$ cat config.mk
export PLATFORM = sky130hd
export DESIGN_NAME = div_ctrl
export DESIGN_NICKNAME = d
export VERILOG_FILES = /design/src/rtl/div_pkg.sv /design/src/rtl/div_ctrl.sv
export SDC_FILE = /design/constraint.sdc
export NUM_CORES = 1
export LEC_CHECK = 0
export ABC_AREA = 0
export BUFFER_PORTS_ARGS = -buffer_cell sky130_fd_sc_hd__buf_2
export CORE_UTILIZATION = 46
export CTS_CLUSTER_DIAMETER = 60
export DETAILED_ROUTE_END_ITERATION = 16
export HOLD_SLACK_MARGIN = 0.1
export PLACE_DENSITY = 0.9
export SLEW_MARGIN = 5
export SYNTH_ARGS = -nofsm -noshare
export SYNTH_HDL_FRONTEND = slang
export SYNTH_SLANG_ARGS = --single-unit
$ cat constraint.sdc
create_clock -name clk -period 1.66 [get_ports clk]
set_input_delay 0.332 -clock clk [delete_from_list [all_inputs] [get_ports clk]]
set_output_delay 0.332 -clock clk [all_outputs]
set_load 0.005 [all_outputs]
$ cat src/rtl/div_pkg.sv
// -----------------------------------------------------------------------------
// div_pkg: shared definitions for the EX-stage divider controller.
//   div_state_t      - controller FSM states
//   DIV_OP_MOD_BIT   - req_op bit selecting remainder (mod.w / mod.wu)
//   DIV_OP_UNS_BIT   - req_op bit selecting unsigned mode (div.wu / mod.wu)
//   DIV_CYCLES       - cycles div_en is held high (1 load + 32 iterations)
//   div_sel_result() - picks quotient or remainder from the divider outputs
// -----------------------------------------------------------------------------
package div_pkg;

  typedef enum logic [2:0] {
    DIV_IDLE  = 3'd0,
    DIV_RUN   = 3'd1,
    DIV_CAPT  = 3'd2,
    DIV_HOLD  = 3'd3,
    DIV_DRAIN = 3'd4
  } div_state_t;

  localparam int DIV_OP_MOD_BIT = 1;
  localparam int DIV_OP_UNS_BIT = 0;
  localparam int DIV_CYCLES     = 33;

  // Remainder for mod ops, quotient for div ops.
  function automatic logic [31:0] div_sel_result(input logic        is_mod,
                                                 input logic [31:0] quo,
                                                 input logic [31:0] rem);
    logic [31:0] res;
    if (is_mod) begin
      res = rem;
    end else begin
      res = quo;
    end
    return res;
  endfunction

endpackage : div_pkg

$ cat src/rtl/div_ctrl.sv
// -----------------------------------------------------------------------------
// div_ctrl: EX-stage controller around the 33-cycle iterative divider.
// Accepts one div.w/div.wu/mod.w/mod.wu request, holds div_en/operands/sign
// mode stable for the whole iteration, captures quotient or remainder and
// offers it to MEM over a valid/ready handshake. Flushes are absorbed safely:
// a running divide cannot be aborted, so a flushed op drains to completion.
//
// Optional build macro: DIV_ZERO_FAST_EN - when defined, a request with a zero
// divisor skips the divider and produces its result one cycle after accept.
//
// Ports:
//   clk, rstn             core clock, async active-low reset
//   req_valid/req_ready   request handshake from EX issue
//   req_op                {is_mod, is_unsigned}
//   req_rd, req_x, req_y  destination register, dividend, divisor
//   flush                 kill the in-flight op
//   stall                 freeze EX input register (req_valid & ~req_ready)
//   div_en, div_x, div_y, div_signed  divider control / operands
//   div_quo, div_rem      divider results
//   res_valid/res_ready   result handshake to MEM
//   res_data, res_rd      selected result and destination register
// -----------------------------------------------------------------------------
module div_ctrl #(
  parameter int DIV_CYCLES = div_pkg::DIV_CYCLES
) (
  input  logic        clk,
  input  logic        rstn,
  input  logic        req_valid,
  input  logic [1:0]  req_op,
  input  logic [4:0]  req_rd,
  input  logic [31:0] req_x,
  input  logic [31:0] req_y,
  output logic        req_ready,
  input  logic        flush,
  output logic        stall,
  output logic        div_en,
  output logic [31:0] div_x,
  output logic [31:0] div_y,
  output logic        div_signed,
  input  logic [31:0] div_quo,
  input  logic [31:0] div_rem,
  output logic        res_valid,
  output logic [31:0] res_data,
  output logic [4:0]  res_rd,
  input  logic        res_ready
);

  import div_pkg::*;

  // Last RUN count and the count at which the divider has finished internally.
  localparam logic [5:0] CNT_LAST = 6'(DIV_CYCLES);
  localparam logic [5:0] CNT_END  = 6'(DIV_CYCLES + 1);

  div_state_t  state_q, state_d;
  logic [5:0]  cnt_q, cnt_d;
  logic [31:0] div_x_q, div_x_d;
  logic [31:0] div_y_q, div_y_d;
  logic        div_signed_q, div_signed_d;
  logic        is_mod_q, is_mod_d;
  logic [4:0]  rd_q, rd_d;
  logic [31:0] res_data_q, res_data_d;
  logic [4:0]  res_rd_q, res_rd_d;
  logic        req_ready_q, req_ready_d;
  logic        div_en_q, div_en_d;
  logic        res_valid_q, res_valid_d;
  logic        accept_s;
  logic        capture_s;
  logic        zero_fast_s;

`ifdef DIV_ZERO_FAST_EN
  assign zero_fast_s = (req_y == 32'h0000_0000);
`else
  assign zero_fast_s = 1'b0;
`endif

  // FSM next state and iteration counter.
  always_comb begin
    state_d   = state_q;
    cnt_d     = cnt_q;
    accept_s  = 1'b0;
    capture_s = 1'b0;
    case (state_q)
      DIV_IDLE: begin
        // Flush wins over a simultaneous request.
        if (req_valid && !flush) begin
          accept_s = 1'b1;
          if (zero_fast_s) begin
            state_d = DIV_HOLD;
            cnt_d   = 6'd0;
          end else begin
            state_d = DIV_RUN;
            cnt_d   = 6'd1;
          end
        end else begin
          state_d = DIV_IDLE;
        end
      end
      DIV_RUN: begin
        cnt_d = cnt_q + 6'd1;
        if (flush) begin
          state_d = DIV_DRAIN;
        end else if (cnt_q == CNT_LAST) begin
          state_d = DIV_CAPT;
        end else begin
          state_d = DIV_RUN;
        end
      end
      DIV_CAPT: begin
        cnt_d = 6'd0;
        if (flush) begin
          state_d = DIV_IDLE;
        end else begin
          state_d   = DIV_HOLD;
          capture_s = 1'b1;
        end
      end
      DIV_HOLD: begin
        if (flush || res_ready) begin
          state_d = DIV_IDLE;
        end else begin
          state_d = DIV_HOLD;
        end
      end
      DIV_DRAIN: begin
        // The divider keeps iterating internally; wait until it is done.
        if (cnt_q == CNT_END) begin
          state_d = DIV_IDLE;
          cnt_d   = 6'd0;
        end else begin
          cnt_d = cnt_q + 6'd1;
        end
      end
      default: begin
        state_d = DIV_IDLE;
        cnt_d   = 6'd0;
      end
    endcase
  end

  // Operand/result datapath next values and registered output decode.
  always_comb begin
    div_x_d      = div_x_q;
    div_y_d      = div_y_q;
    div_signed_d = div_signed_q;
    is_mod_d     = is_mod_q;
    rd_d         = rd_q;
    res_data_d   = res_data_q;
    res_rd_d     = res_rd_q;
    if (accept_s) begin
      div_x_d      = req_x;
      div_y_d      = req_y;
      div_signed_d = ~req_op[DIV_OP_UNS_BIT];
      is_mod_d     = req_op[DIV_OP_MOD_BIT];
      rd_d         = req_rd;
      if (zero_fast_s) begin
        res_data_d = req_op[DIV_OP_MOD_BIT] ? req_x : 32'hFFFF_FFFF;
        res_rd_d   = req_rd;
      end else begin
        res_data_d = res_data_q;
      end
    end else if (capture_s) begin
      res_data_d = div_sel_result(is_mod_q, div_quo, div_rem);
      res_rd_d   = rd_q;
    end else begin
      res_data_d = res_data_q;
    end
    // Handshake/enable outputs are registered copies of the next-state decode.
    req_ready_d = (state_d == DIV_IDLE);
    div_en_d    = (state_d == DIV_RUN);
    res_valid_d = (state_d == DIV_HOLD);
  end

  // State, counter, operand and output registers.
  always_ff @(posedge clk or negedge rstn) begin
    if (!rstn) begin
      state_q      <= DIV_IDLE;
      cnt_q        <= 6'd0;
      div_x_q      <= 32'h0000_0000;
      div_y_q      <= 32'h0000_0000;
      div_signed_q <= 1'b0;
      is_mod_q     <= 1'b0;
      rd_q         <= 5'd0;
      res_data_q   <= 32'h0000_0000;
      res_rd_q     <= 5'd0;
      req_ready_q  <= 1'b1;
      div_en_q     <= 1'b0;
      res_valid_q  <= 1'b0;
    end else begin
      state_q      <= state_d;
      cnt_q        <= cnt_d;
      div_x_q      <= div_x_d;
      div_y_q      <= div_y_d;
      div_signed_q <= div_signed_d;
      is_mod_q     <= is_mod_d;
      rd_q         <= rd_d;
      res_data_q   <= res_data_d;
      res_rd_q     <= res_rd_d;
      req_ready_q  <= req_ready_d;
      div_en_q     <= div_en_d;
      res_valid_q  <= res_valid_d;
    end
  end

  assign req_ready  = req_ready_q;
  assign stall      = req_valid & ~req_ready_q;
  assign div_en     = div_en_q;
  assign div_x      = div_x_q;
  assign div_y      = div_y_q;
  assign div_signed = div_signed_q;
  assign res_valid  = res_valid_q;
  assign res_data   = res_data_q;
  assign res_rd     = res_rd_q;

endmodule : div_ctrl

Yosys cells after proc, flatten, opt, wreduce, memory -nomap -nowiden:

Cells that the tools add are included.

* output and inout port bits: 106
* logic and storage cells: 49
* input bits: 140
* register bits: 120

* eq/ne operators: 9
* bitwise gates (word level): 5
* reductions and logical operators: 7
* mux-type cells: 15
* add/subtract/negate cells: 1

Operators by type and width (count)
* 32-bit two-way mux: 1
* 6-bit case mux with 4 select lines: 1
* 3-bit case mux with 5 select lines: 1
* 6-bit equality test, second input constant: 2
* 6-bit two-way mux: 2
* 3-bit by 2-bit equality test with 1-bit output, second input constant: 3
* 6-bit by 1-bit adder with 6-bit output, second input constant: 1
* 3-bit by 1-bit equality test with 1-bit output, second input constant: 2
* 3-bit logical NOT: 2
* 2-bit two-way mux: 3
* 3-bit two-way mux: 2
* 1-bit two-way mux: 5
* 1-bit inverter: 4
* 2-bit AND reduction: 2
* 3-bit equality test, second input constant: 1
* 2-bit != test, second input constant: 1
* 1-bit AND: 1
* 1-bit logical AND: 1
* 1-bit logical NOT: 1
* 1-bit logical OR: 1

Longest topological paths before layout:

Gate-level depths: netlist of run 1.

* depth in word-level cells: 6
* depth in mapped cells: 5

Least setup slack after synthesis of run 1:

Ideal clock, no wire load.

* path kind: register -> register
* start point: register state_q[2]
* end point: register res_rd_q[1], in the netlist res_rd[1]
* cell stages (with the launch flop): 4
* path buffers: 1
* setup slack: 0.217 ns
* arrival time: 1.319 ns
* required time: 1.535 ns
* cells stage by stage: dfrtp_1 > nor4b_4 > buf_4 > mux2_2

* longest elaborated chain between the ends: 4
* elaborated cells between the ends (all ways): 6
* classes of those cells: 1 x eq/ne; 2 x mux; 1 x bitwise; 2 x reduce/logical

Ends and longest elaborated chain
* from (decl): line div_ctrl.sv:54 `div_state_t state_q, state_d;`
* from (signal assigned): line div_ctrl.sv:189 `state_q <= state_d;`
* 3-bit logical NOT: line div_ctrl.sv:82 `case (state_q)`
* 1-bit two-way mux: line div_ctrl.sv:82
* 1-bit inverter (no line)
* 2-bit AND reduction (no line) (*)
* to (signal assigned): line div_ctrl.sv:197 `res_rd_q <= res_rd_d;`
* to (decl): line div_ctrl.sv:62 `logic [4:0] res_rd_q, res_rd_d;`

Mark *: on every way between the ends. The rest lies on a longest branch, timed or not.
A chain may end at the register's enable or synchronous reset.

Worst setup path after layout of run 1:

* start point: register cnt_q[2]
* end point: register state_q[0]

* longest elaborated chain between the ends: 4
* elaborated cells between the ends (all ways): 6
* classes of those cells: 2 x eq/ne; 4 x mux

Ends and longest elaborated chain
* from (decl): line div_ctrl.sv:55 `logic [5:0] cnt_q, cnt_d;`
* from (signal assigned): line div_ctrl.sv:190 `cnt_q <= cnt_d;`
* 6-bit equality test: line div_ctrl.sv:102 `end else if (cnt_q == CNT_LAST) begin`
* 2-bit two-way mux: line div_ctrl.sv:102
* 3-bit two-way mux: line div_ctrl.sv:100 `if (flush) begin`
* 3-bit case mux with 5 select lines (*): line div_ctrl.sv:82
* named net state_d[0]: line div_ctrl.sv:54

The timed path passes the listed nets; every way through them passes the cells marked *.

==> results.cfg, run 1 <==
[critical_path]
cp_max_fo = 6
crit_type = flop to flop
arrival_ns = 1.97
cp-end-kind = flop
reg2regPathDepth = 4
worstSetupStartpointType = flop
worstPathRequired_ns = 2.06

[placed_design]
gp_congestion = 0.904
io_buffers = 245
hpwl_um = 9490
dp_cells = 757
pre_cts_ws_ns = 0.0442

[sta]
worstMarginPinSlew_ns = 0.437
slew_headroom_pct = 70.8
rsz0062_at_grt = false
min_period_ns = 1.56
setup_viol = 0
hold_violations = 0
finalWorstSetupSlack_ns = 0.0955
hold_ws_ns = 0.124
skew_ns = 0.0109
drv_slew = 0
fin_tns_setup_ns = 0
fin_crit_sh_pct = 94.2
max_freq_ghz = 0.639

[yosys]
async_reset_ff_share_pct = 100
yosysSeqAreaShare_pct = 59.8
synth_edf_count = 0
synth_top_area_share_pct = 59.3
synth_warnings = 0
yosysTopAreaCell = dfrtp_1
syn-num-nets = 524
syn_area_per_cell_um2 = 13.2
synth_cells = 381
synth_cell_type_count = 38
yosys_register_bits = 120
synth_ff_type = dfrtp_1
synth_area_um2 = 5020
synth_area_leaders = dfrtp_1, mux2_2, mux2i_1, a21oi_1, nor2_1

[cts]
post_cts_buffers = 0
clock_sinks = 120
cts_root_buffer = clkbuf_8
cts.clk_slew.worst_paths_ns = 0.06
clk_latency_ns = 0.51
clockBufferDepth = 2
cts_tree = yes
htree_num_levels = 4
cts_buffers = 17

[grt]
grt_first_pass_wirelength_um = 22700
overflow = 0
globalRouteTotalUtil_pct = 27.0
grt_max_degree = 64
grt_pass1_vias = 4587
antenna_found_initial = 3

[floorplan]
start_util_pct = 48.0
fp.dieH_um = 106
core.rowCount = 37
die_w_um = 106
io_pins = 246
core_area_um2 = 10500
dieArea_um2 = 11300

[finish]
drive_gt1_share_pct = 51.9
fillers = 646
areaGrowthSynthToFinish_pct = 56.7
nNetsFinal = 855
fin_cells = 863

[detailed_routing]
antenna_left = 0
first_pass_iters = 4
drt_iter0_drc = 217
route.detailed.drc = 0
via_per_inst = 5.07
vias = 4379
wl_per_cell_um = 17.5
drt_wl_total_um = 15100

[pwr]
ir_drop_uv = 980
power.density_nw_per_um2 = 1600
p_leak_nw = 4.00

[hold_path]
whs_path_depth = 3
hp-class = input pin to flop

[run_status]
status = complete, no violations

[flow_run]
maxCapViolations = 0
-- synth_stat cells (2+ instances only) --
master and instances:
dfrtp_1 119, o2bb2ai_1 2, o21ai_0 2, buf_2 18, nand2_1 6, ha_1 3
buf_4 2, nor2_1 44, nand3_1 6, mux2_2 76, mux2i_1 35, and3_1 3
nand2b_1 2, a21oi_1 36, inv_1 4
-- timing repair --
| item | 4_1_cts | 5_1_grt |
|---|---|---|
| endpoints found under the setup margin | 0 | 28 |
| hold endpoints to repair | 191 | 0 |
| resized for setup | 0 | 2 |
| hold buffers | 72 | 0 |
-- stage by stage --
step,power [mW],cell area [um^2],util (%)
after global placement,8.03,6490,62.0
after CTS,12.5,7850,75.1
after floorplan,6.55,5020,-
after detailed placement,8.30,6490,62.0
after global routing,13.2,7870,75.2
final,12.6,7870,75.2
-- area by class of cell --
cell class,count,area (um^2),area share [%]
tap,136,170,2.16
sequential,120,3010,38.2
inverter,4,15.0,0.191
clock inverter,7,164,2.08
multi-input combinational,236,1900,24.2
antenna,3,7.51,0.0954
clock buffer,24,480,6.11
timing repair buffer,333,2120,26.9
-- path summary, 6_finish.rpt --
path	from	to	slack, ns
min	div_rem[28]	res_data[28]	0.12
min reg2reg	div_signed	div_signed	0.48
min in group asynchronous	rstn	res_data[17]	0.38
max in group asynchronous	rstn	req_ready	0.98
max	cnt_q[2]	state_q[0]	0.1
max reg2reg	cnt_q[2]	state_q[0]	0.1
-- flip-flops by register name, indices dropped and copies added (netlist names) --
name,cells
res_valid,1
res_rd,5
div_signed,1
div_en,1
req_ready,1
rd_q,5
state_q,3
cnt_q,6
is_mod_q,1
res_data,32
div_y,32
div_x,32
-- routing by layer --
metal,global-route usage [%],routed length [um],part of all wire [%]
met2,49.4,8040,53
met3,8.40,1040,6.9
met5,0,0,0
met1,27.1,5440,36
met4,14.5,615,4.1
-- report_power, final --
group / leakage, nW / total (mW) / internal, mW / switching (mW)
logic: 2.21 / 3.86 / 2.12 / 1.73
registers: 1.47 / 4.73 / 4.03 / 0.696
clock network: 0.315 / 3.97 / 2.74 / 1.23
-- layout by cell type, fill, tap and decap left out, drive strengths merged --
cell type | synthesis | final
dfstp | 1 | 1
a21oi | 36 | 36
a21o | 1 | 1
nand3b | 1 | 1
inv | 4 | 4
nor2b | 1 | 1
nand2 | 6 | 6
nand4 | 1 | 1
o22a | 1 | 1
a211oi | 1 | 1
o21ba | 1 | 1
nor2 | 45 | 45
diode | 0 | 3
or2 | 1 | 1
ha | 3 | 3
bufinv | 0 | 5
and2 | 1 | 1
nand3 | 7 | 7
o311ai | 1 | 1
nor4b | 3 | 3
nand2b | 2 | 2
xnor2 | 1 | 1
o21ai | 3 | 3
xor2 | 1 | 1
buf | 20 | 261
mux2 | 76 | 76
mux2i | 35 | 35
and3 | 3 | 3
dfrtp | 119 | 119
clkinv | 0 | 2
dlygate4sd3 | 0 | 72
clkbuf | 1 | 24
o31a | 1 | 1
o2bb2ai | 2 | 2
and2b | 1 | 1
a31oi | 1 | 1
-- critical path, cell delays in order, from the launching register on --
cell     delay [ns]
dfrtp_1        0.45
nor4b_2        0.49
and3_1         0.27
nor2_1         0.06
o21ba_2        0.19
-- cell families (layout without fill, tap and decap cells) --
group           after synthesis  in the layout  synth area share [%]
flops                       120            120                  59.8
mux                         111            111                  24.0
simple gates                 72             72                  7.03
compound gates               48             48                  5.53
buf+inv                      25            368                  2.47
fa+ha+maj                     3              3                 0.748
xor+xnor                      2              2                 0.349
other cells                   0              3                     0
Power figures use the tool's default switching activity.
==> run 2: changes to the inputs <==
--- a/config.mk
+++ b/config.mk
@@ -7,6 +7,7 @@
 export LEC_CHECK = 0
 export ABC_AREA = 0
 export BUFFER_PORTS_ARGS = -buffer_cell sky130_fd_sc_hd__buf_2
+export CORE_MARGIN = 5
 export CORE_UTILIZATION = 46
 export CTS_CLUSTER_DIAMETER = 60
 export DETAILED_ROUTE_END_ITERATION = 16
==> constraint.sdc (replaced) <==
create_clock -name clk -period 1.66 [get_ports clk]
set_input_delay 0.083 -clock clk [delete_from_list [all_inputs] [get_ports clk]]
set_output_delay 0.083 -clock clk [all_outputs]
set_load 0.005 [all_outputs]
==> run 2 against run 1 <==
Net effect:
- critical path depth shrank 1
- die area grew 16%
- clock power down 7.8%
- highest routed layer unchanged
- critical endpoint is now res_data[0]
- critical path type unchanged
- first-iteration DRC count rose by 69%
- sequential share of layout area is 3.1 points lower
- maximum frequency fell by 2.6%
==> results.cfg, run 2 (synthesis results as in run 1) <==
[critical_path]
cp_max_fo = 12
arrival_ns = 2.00
worstSetupStartpointType = flop
cp-end-kind = flop
worstPathRequired_ns = 2.05
crit_type = flop to flop

[grt]
globalRouteTotalUtil_pct = 27.9
overflow = 0
antenna_found_initial = 4
grt_first_pass_wirelength_um = 27900
grt_max_degree = 57
grt_pass1_vias = 5189

[detailed_routing]
wl_per_cell_um = 20.2
route.detailed.drc = 0
drt_iter0_drc = 366
drt_wl_total_um = 18800
via_per_inst = 5.20
vias = 4858
first_pass_iters = 4
antenna_left = 0

[finish]
final_core_util_pct = 79.8
fillers = 566
final_common_cell = buf_2
nNetsFinal = 921
final_cell_mix = buf_2, dlygate4sd3_1, dfrtp_1
drive_gt1_share_pct = 47.8
multiInputGateArea_um2 = 1900
fin_cells = 935
areaGrowthSynthToFinish_pct = 70.7
register_area_um2 = 3010

[placed_design]
gp_congestion = 0.828
dp_cells = 756
io_buffers = 245
pre_cts_ws_ns = 0.104
hpwl_um = 9750

[sta]
min_period_ns = 1.61
setup_viol = 0
finalWorstSetupSlack_ns = 0.0531
fin_crit_sh_pct = 96.8
hold_violations = 0
skew_ns = 0.00962
drv_slew = 0
max_freq_ghz = 0.622
worstMarginPinSlew_ns = 0.403
hold_ws_ns = 0.124
slew_headroom_pct = 73.1

[cts]
clock_sinks = 120
cts_tree = yes
cts.clk_slew.worst_paths_ns = 0.06
htree_num_levels = 4
clk_latency_ns = 0.52
cts_root_buffer = clkbuf_8
cts_buffers = 17
clockBufferDepth = 2

[floorplan]
io_pins = 246
start_util_pct = 46.7
fp.dieH_um = 114
core_area_um2 = 10700
core.rowCount = 38
dieArea_um2 = 13100
die_w_um = 114

[pwr]
ir_drop_uv = 1120
power.density_nw_per_um2 = 1470
p_leak_nw = 4.28

[hold_path]
hp-class = input pin to async pin

[flow_run]
maxCapViolations = 0

[run_status]
status = complete, no violations
run 2: cell types whose count changed in the layout (fill, tap and decap cells not counted), moves of 2 or more:
cell	change
inv_6	+3
clkinvlp_4	+2
buf_4	-7
buf_12	+3
dlygate4sd3_1	+68
clkinv_4	+3
bufinv_16	-3
clkbuf_1	-3
run 2: metal layers:
| metal | part of all wire [%] | global-route usage (%) | up-vias |
|---|---|---|---|
| met4 | 3.2 | 11.8 | 0 |
| met3 | 9.0 | 8.88 | 53 |
| met5 | 0 | 0 | - |
| met2 | 52 | 49.4 | 300 |
| li1 | - | - | 2137 |
| met1 | 36 | 30.9 | 2368 |
run 2: per-stage QoR:
stage	setup TNS (ns)	power, mW	cell area [um^2]
floorplan	0	6.55	5020
global placement	0	8.06	6490
detailed placement	0	8.30	6490
CTS	0	12.4	8510
global route	-0.0323	13.2	8570
finish	0	12.6	8570
run 2: layout make-up:
type	count	share of cell area, %
Inverter	4	0.175
Clock buffer	20	5.31
Timing Repair Buffer	399	33.4
Antenna cell	4	0.117
Clock inverter	12	1.65
Tap cell	140	2.04
Sequential cell	120	35.1
Multi-Input combinational cell	236	22.2
run 2: critical path: stages (launching register included):
cell and delay [ns]:
dfrtp_4 0.55, mux2i_1 0.24, dlygate4sd3_1 0.61, a21oi_1 0.08
run 2: repair_timing:
item / in CTS / in global routing
setup buffers: 0 / 1
gates resized for setup: 0 / 4
endpoints found under the hold margin: 229 / 0
hold buffers: 141 / 0
endpoints found under the setup margin: 0 / 14
run 2: worst paths after layout:
path	from	endpoint	slack, ns	depth (start not counted)
worst max-delay path	is_mod_q	res_data[0]	0.05	3
worst min-delay path	rstn	div_y[6]	0.12	3
worst max register to register	is_mod_q	res_data[0]	0.05	3
worst min register to register	div_signed	div_signed	0.49	2
max in group asynchronous	rstn	div_x[26]	1.24	3
min in group clk	req_x[7]	div_x[7]	0.33	3
run 2: where the power goes:
part	switching (mW)	internal, mW
Combinational	1.79	2.34
Sequential	0.762	4.04
Clock	1.38	2.28
Total	3.94	8.65
